`src/rtl/adc_cmd_fifo.sv`:
```
// Small synchronous command buffer in front of the ADC conversion engine.
// Push is dropped when full and pop is ignored when empty; DEPTH must be a power of two.
module adc_cmd_fifo #(
  parameter int DEPTH = 4,
  parameter int WIDTH = 7
) (
  input  logic                       CLK,
  input  logic                       RESETn,
  input  logic                       push_i,
  input  logic [WIDTH-1:0]           data_i,
  input  logic                       pop_i,
  output logic [WIDTH-1:0]           data_o,
  output logic                       full_o,
  output logic                       empty_o,
  output logic [$clog2(DEPTH+1)-1:0] count_o
);

  localparam int AW = (DEPTH > 1) ? $clog2(DEPTH) : 1;
  localparam int CW = $clog2(DEPTH + 1);

  logic [WIDTH-1:0] mem_q [DEPTH];
  logic [AW-1:0]    wr_ptr_q, wr_ptr_d;
  logic [AW-1:0]    rd_ptr_q, rd_ptr_d;
  logic [CW-1:0]    count_q, count_d;
  logic             push_ok, pop_ok;

  assign full_o  = (count_q == CW'(DEPTH));
  assign empty_o = (count_q == '0);
  assign count_o = count_q;
  assign data_o  = mem_q[rd_ptr_q];

  assign push_ok = push_i && !full_o;
  assign pop_ok  = pop_i && !empty_o;

  always_comb begin
    wr_ptr_d = wr_ptr_q;
    rd_ptr_d = rd_ptr_q;
    count_d  = count_q;
    if (push_ok) begin
      wr_ptr_d = wr_ptr_q + AW'(1);
    end
    if (pop_ok) begin
      rd_ptr_d = rd_ptr_q + AW'(1);
    end
    case ({push_ok, pop_ok})
      2'b10:   count_d = count_q + CW'(1);
      2'b01:   count_d = count_q - CW'(1);
      default: count_d = count_q;
    endcase
  end

  always_ff @(posedge CLK) begin
    if (!RESETn) begin
      wr_ptr_q <= '0;
      rd_ptr_q <= '0;
      count_q  <= '0;
    end else begin
      wr_ptr_q <= wr_ptr_d;
      rd_ptr_q <= rd_ptr_d;
      count_q  <= count_d;
    end
  end

  // Storage is not reset: entries are only ever read behind a valid count.
  always_ff @(posedge CLK) begin
    if (push_ok) begin
      mem_q[wr_ptr_q] <= data_i;
    end
  end

endmodule

```
`config.mk`:
```
export PLATFORM = sky130hd
export DESIGN_NAME = adc_cmd_fifo
export DESIGN_NICKNAME = d
export VERILOG_FILES = /design/src/rtl/adc_cmd_fifo.sv
export SDC_FILE = /design/constraint.sdc
export NUM_CORES = 1
export LEC_CHECK = 0
export ABC_AREA = 1
export CAP_MARGIN = 15
export CORE_MARGIN = 2
export CORE_UTILIZATION = 40
export CTS_CLUSTER_SIZE = 12
export DETAILED_ROUTE_END_ITERATION = 16
export DONT_BUFFER_PORTS = 1
export GPL_ROUTABILITY_DRIVEN = 0
export HOLD_SLACK_MARGIN = 0.02
export PLACE_DENSITY = 0.58
export SLEW_MARGIN = 20
export SYNTH_ARGS = -nofsm -noshare
export SYNTH_HDL_FRONTEND = slang
export SYNTH_SLANG_ARGS = --single-unit
```
`constraint.sdc`:
```
create_clock -name CLK -period 4.55 [get_ports CLK]
set_input_delay 0.2275 -clock CLK [delete_from_list [all_inputs] [get_ports CLK]]
set_output_delay 0.2275 -clock CLK [all_outputs]
set_load 0.05 [all_outputs]
```
* Word-level counts from Yosys, hierarchy flattened
Memories as Yosys holds them, arrays and structs flattened. A register that Yosys moved wholly into a read port is not among the register bits. Index checks and enable logic that the tools add are counted.
Storage, ports and cells: memory bits (writable) 28, output and inout port bits 12, bits in registers 7, logic and storage cells 22, memories kept 1
Operators by class: add/sub/neg operators 4, multiplexer cells 5, equality and inequality tests 3, reductions and logical operators 6
Memories:
- mem_q | words 4, width 7, rd ports 1, clocked after memory_dff 1, write ports 1, line 21 | logic [WIDTH-1:0] mem_q [DEPTH];
Operators by type and width (count):
- case mux 3 bit (2 select lines) | 1
- adder 2 x 1 -> 2 bit, second input constant | 2
- 2-to-1 mux 2 bit | 2
- adder 3 x 1 -> 3 bit, second input constant | 1
- equality test 3 bit, second input constant | 1
- logical NOT 3 bit | 1
- subtractor 3 x 1 -> 3 bit, second input constant | 1
- equality test 2 x 1 -> 1 bit, second input constant | 1
- equality test 2 bit, second input constant | 1
- logical AND 1 bit | 2
- logical NOT 1 bit | 2
- 2-to-1 mux 1 bit | 2
- nonzero test 2 bit | 1

* Depth between registers and ports, before layout
word-level depth 5, mapped depth 13, depth with buffers taken out 13

* Worst setup path after synthesis
Ideal clock, no wire load.
path type reg2reg, start point register count_q[2], in the netlist count_o[2], end point register count_q[2], in the netlist count_o[2], cell stages (with the launch flop) 14, setup slack 2512 ps, setup time 113 ps, required time 4437 ps, data arrival time 1925 ps, clock period less this slack 2038 ps, cells stage by stage dfxtp_1 inv_1 nand2_2 nand2_2 inv_2 ha_1 inv_1 fa_1 inv_1 nand2_1 nand3_1 nand2_1 nand2_1 nor2_1
Between the ends: word-level cells in the longest chain between the ends 5
RTL lines:
- from (decl) | line 24 | logic [CW-1:0] count_q, count_d;
- from (signal assigned) | line 60 | count_q <= count_d;
- logical NOT 3 bit (*) | line 28 | assign empty_o = (count_q == '0);
- logical NOT 1 bit (*) | line 33 | assign pop_ok = pop_i && !empty_o;
- logical AND 1 bit (*) | line 33
- via pop_ok | line 25 | logic push_ok, pop_ok;
- equality test 2 x 1 -> 1 bit / equality test 2 bit (equally long branches) | line 45 | case ({push_ok, pop_ok})
- case mux 3 bit (2 select lines) / nonzero test 2 bit (equally long branches)
Mark *: on every way through the listed nets, which the timed path passes. The rest lies on a longest branch. A chain may end at the register's enable or synchronous reset.

* Worst setup path after layout
Same ends and word-level chain as after synthesis.

==> impl_results.md <==
* Status: complete, no violations
* Routed vias at 929
* Height of the die at 66.36 um
* Post-synth EDFFs at 28
* Fmax at 0.4431 GHz
* Final period util at 49.60%
* P_leak at 0.6320 nW
* CP Launch Type: register
* Fillers at 352
* Slew Limit Fails at 0
* Clock latency on the worst-skew pair at 0.28 ns
* TritonCTS Buffers at 5
* Initial antenna violation count at 0
* Crit-path slowest cell: dfxtp_1
* RSZ-0062 raised after global routing: false
* Syn. warnings at 0
* Final hold viol count at 0
* Worst-path cell chain: inv_1 > nand2_2 > nand2_2 > inv_2 > ha_1 > inv_1 > fa_1 > nand2_1 > nand3_1 > nor2_1 > nor2_1
* DRC at 0
* Leading area contributor after synthesis: edfxtp_1
* Synth top area share at 54.06%
* N_diodes at 0
* CTS tree: yes
* Post_cts resized at 0
* Fin crit period at 2.257 ns
* Post-route ant nets at 0
* Arrival time worst endpoint at 2.43 ns
* Area Overhead vs Synth at 8.206%
* CTS root buf: clkbuf_8
* First-pass GRT wire length at 4554 um
* Grt ovf at 0
* Htree depth at 2
* Chip width at 66.36 um
* Fin nets at 159
* Core region area at 0.003689 mm^2
* DR pass1 iterations at 5
* Cell variety after synth at 19
* Yosys reg bits at 37
* Vias/cell at 4.864
* Initial DRC Count at 28
* Mapped Nets at 154
* Post-DP HPWL at 1931 um
* Pwr dens at 635.2 mW/mm^2
* Post-synth design cell area at 0.001555 mm^2
* Final setup fails at 0
* Top-Level Pins at 23
* Clock sinks at 37
* Post-CTS setup buffer count at 0
* Measured slew at the worst slew-check pin at 1.108 ns
* Max cap viols at 0
* Hold WC Path Type: input port to register
* DR WL/cell at 14.17 um
* # port buffers at 0
* Layout cell share with drive strength beyond 1 at 10.49%
* Initial Util at 42.16%
* Die Footprint at 0.004403 mm^2
* Post-DP Area at 0.001593 mm^2
* Number of global-route vias before repair at 998
* Largest net degree at the start of global routing at 16
* Primary FF master, synth: edfxtp_1
* # hold bufs at CTS at 0
* Setup_tns at 0 ns
* GRT Total Usage at 14.25%
* Class of the most critical setup path: register to register
* Mapped Cells at 137
* Sequential area share after synthesis at 65.65%
* WL final at 2707 um
* CP Max Fanout at 4
* CTS max path bufs at 2
* Slowest cell delay on critical path at 0.71 ns
* Required @ worst endpoint at 4.73 ns
* Clock Skew at 0.006240 ns
* Top cells by count, synth: 28 x edfxtp_1, 22 x nor2_1, 18 x inv_1, 13 x o21ai_0, 11 x nand2_1
* Top post-synthesis cells by area: edfxtp_1 54%, dfxtp_1 12%, nor2_1 5.3%
* Cell row count at 22
* IR drop worst, VDD at 0.0003411 V
* Reg clk slew, reported paths at 0.07 ns
* Syn Area/Cell at 11.35 um^2
* FFs w/ async S/R, synth at 0%
* Crit end category: register
* Count leader, synth: edfxtp_1
* Final instance area at 0.001683 mm^2
* Slew headroom at 27.23%
==> final cells by class <==
cell class                      instances  area [um^2]  share of cell area (%)
Tap cell                               48        60.06                   3.569
Sequential cell                        37         1021                   60.67
Clock buffer                            8        90.09                   5.353
Inverter                               20        75.07                   4.461
Multi-Input combinational cell         78        436.7                   25.95
==> kinds of logic after synthesis <==
logic type                 share of synthesized area (%)
and+or+nand+nor                                    12.95
DFF                                                65.65
AOI/OAI and AO/OA                                  9.815
buffers and inverters                              6.275
adders and majority gates                          5.310
==> path summary, 6_finish.rpt <==
check	to	cells after the start	slack (ns)	startpoint
max reg2reg	count_o[2]	11	2.29	count_o[2]
max	count_o[2]	11	2.29	count_o[2]
min reg2reg	wr_ptr_q[0]	2	0.51	wr_ptr_q[0]
min	mem_q[3][1]	0	0.04	data_i[1]
==> layer usage <==
layer  vias up  share of wire, %  GRT usage [%]
met3         2               6.4          6.133
met4         0              0.74          4.592
met5         -                 0              0
met2        24                52          25.75
li1        470                 -              -
met1       433                40          14.68
==> layout by cell type, fill, tap and decap left out <==
master,count
o21ai_0,13
edfxtp_1,28
ha_1,5
dfxtp_1,9
inv_1,18
o21ai_2,1
clkbuf_1,2
nand2_4,2
a21oi_1,5
o22ai_1,7
o21ai_1,2
nor2_2,1
nand3_1,5
inv_2,2
clkbuf_8,6
fa_1,1
nand2_1,11
nor2_1,22
nand2_2,2
nor2_4,1
==> power by group <==
group	leakage (nW)	internal [mW]	switching [mW]
Clock	0.0455	0.123	0.106
Sequential	0.331	0.408	0.0841
Combinational	0.256	0.0718	0.275
==> registers in the layout (all words and copies together), names as in the netlist, named ones only <==
register,flops
count_o,3
mem_q,28
rd_ptr_q,2
wr_ptr_q,2
==> worst max-delay path, delay by kind of cell (launching register included) <==
family                   cells  cell delay [ns]
adder cells (fa/ha/maj)      2             0.54
buffers and inverters        3             0.31
AND/OR/NAND/NOR              6             0.59
flip-flops                   1             0.71
==> per-stage QoR <==
step                hold slack, ns  power [mW]  util [%]  worst slack (ns)  std cells
floorplan                   0.3264      0.8048         -             2.512        137
CTS                        0.03330       1.078     45.62             2.266        191
finish                     0.03545       1.069     45.62             2.293        191
global placement            0.3265      0.8380     43.18             2.424        183
global route               0.02292       1.127     45.62             2.114        191
detailed placement          0.3265      0.8529     43.18             2.316        183
Note: power is estimated with default switching activity, not from simulation.
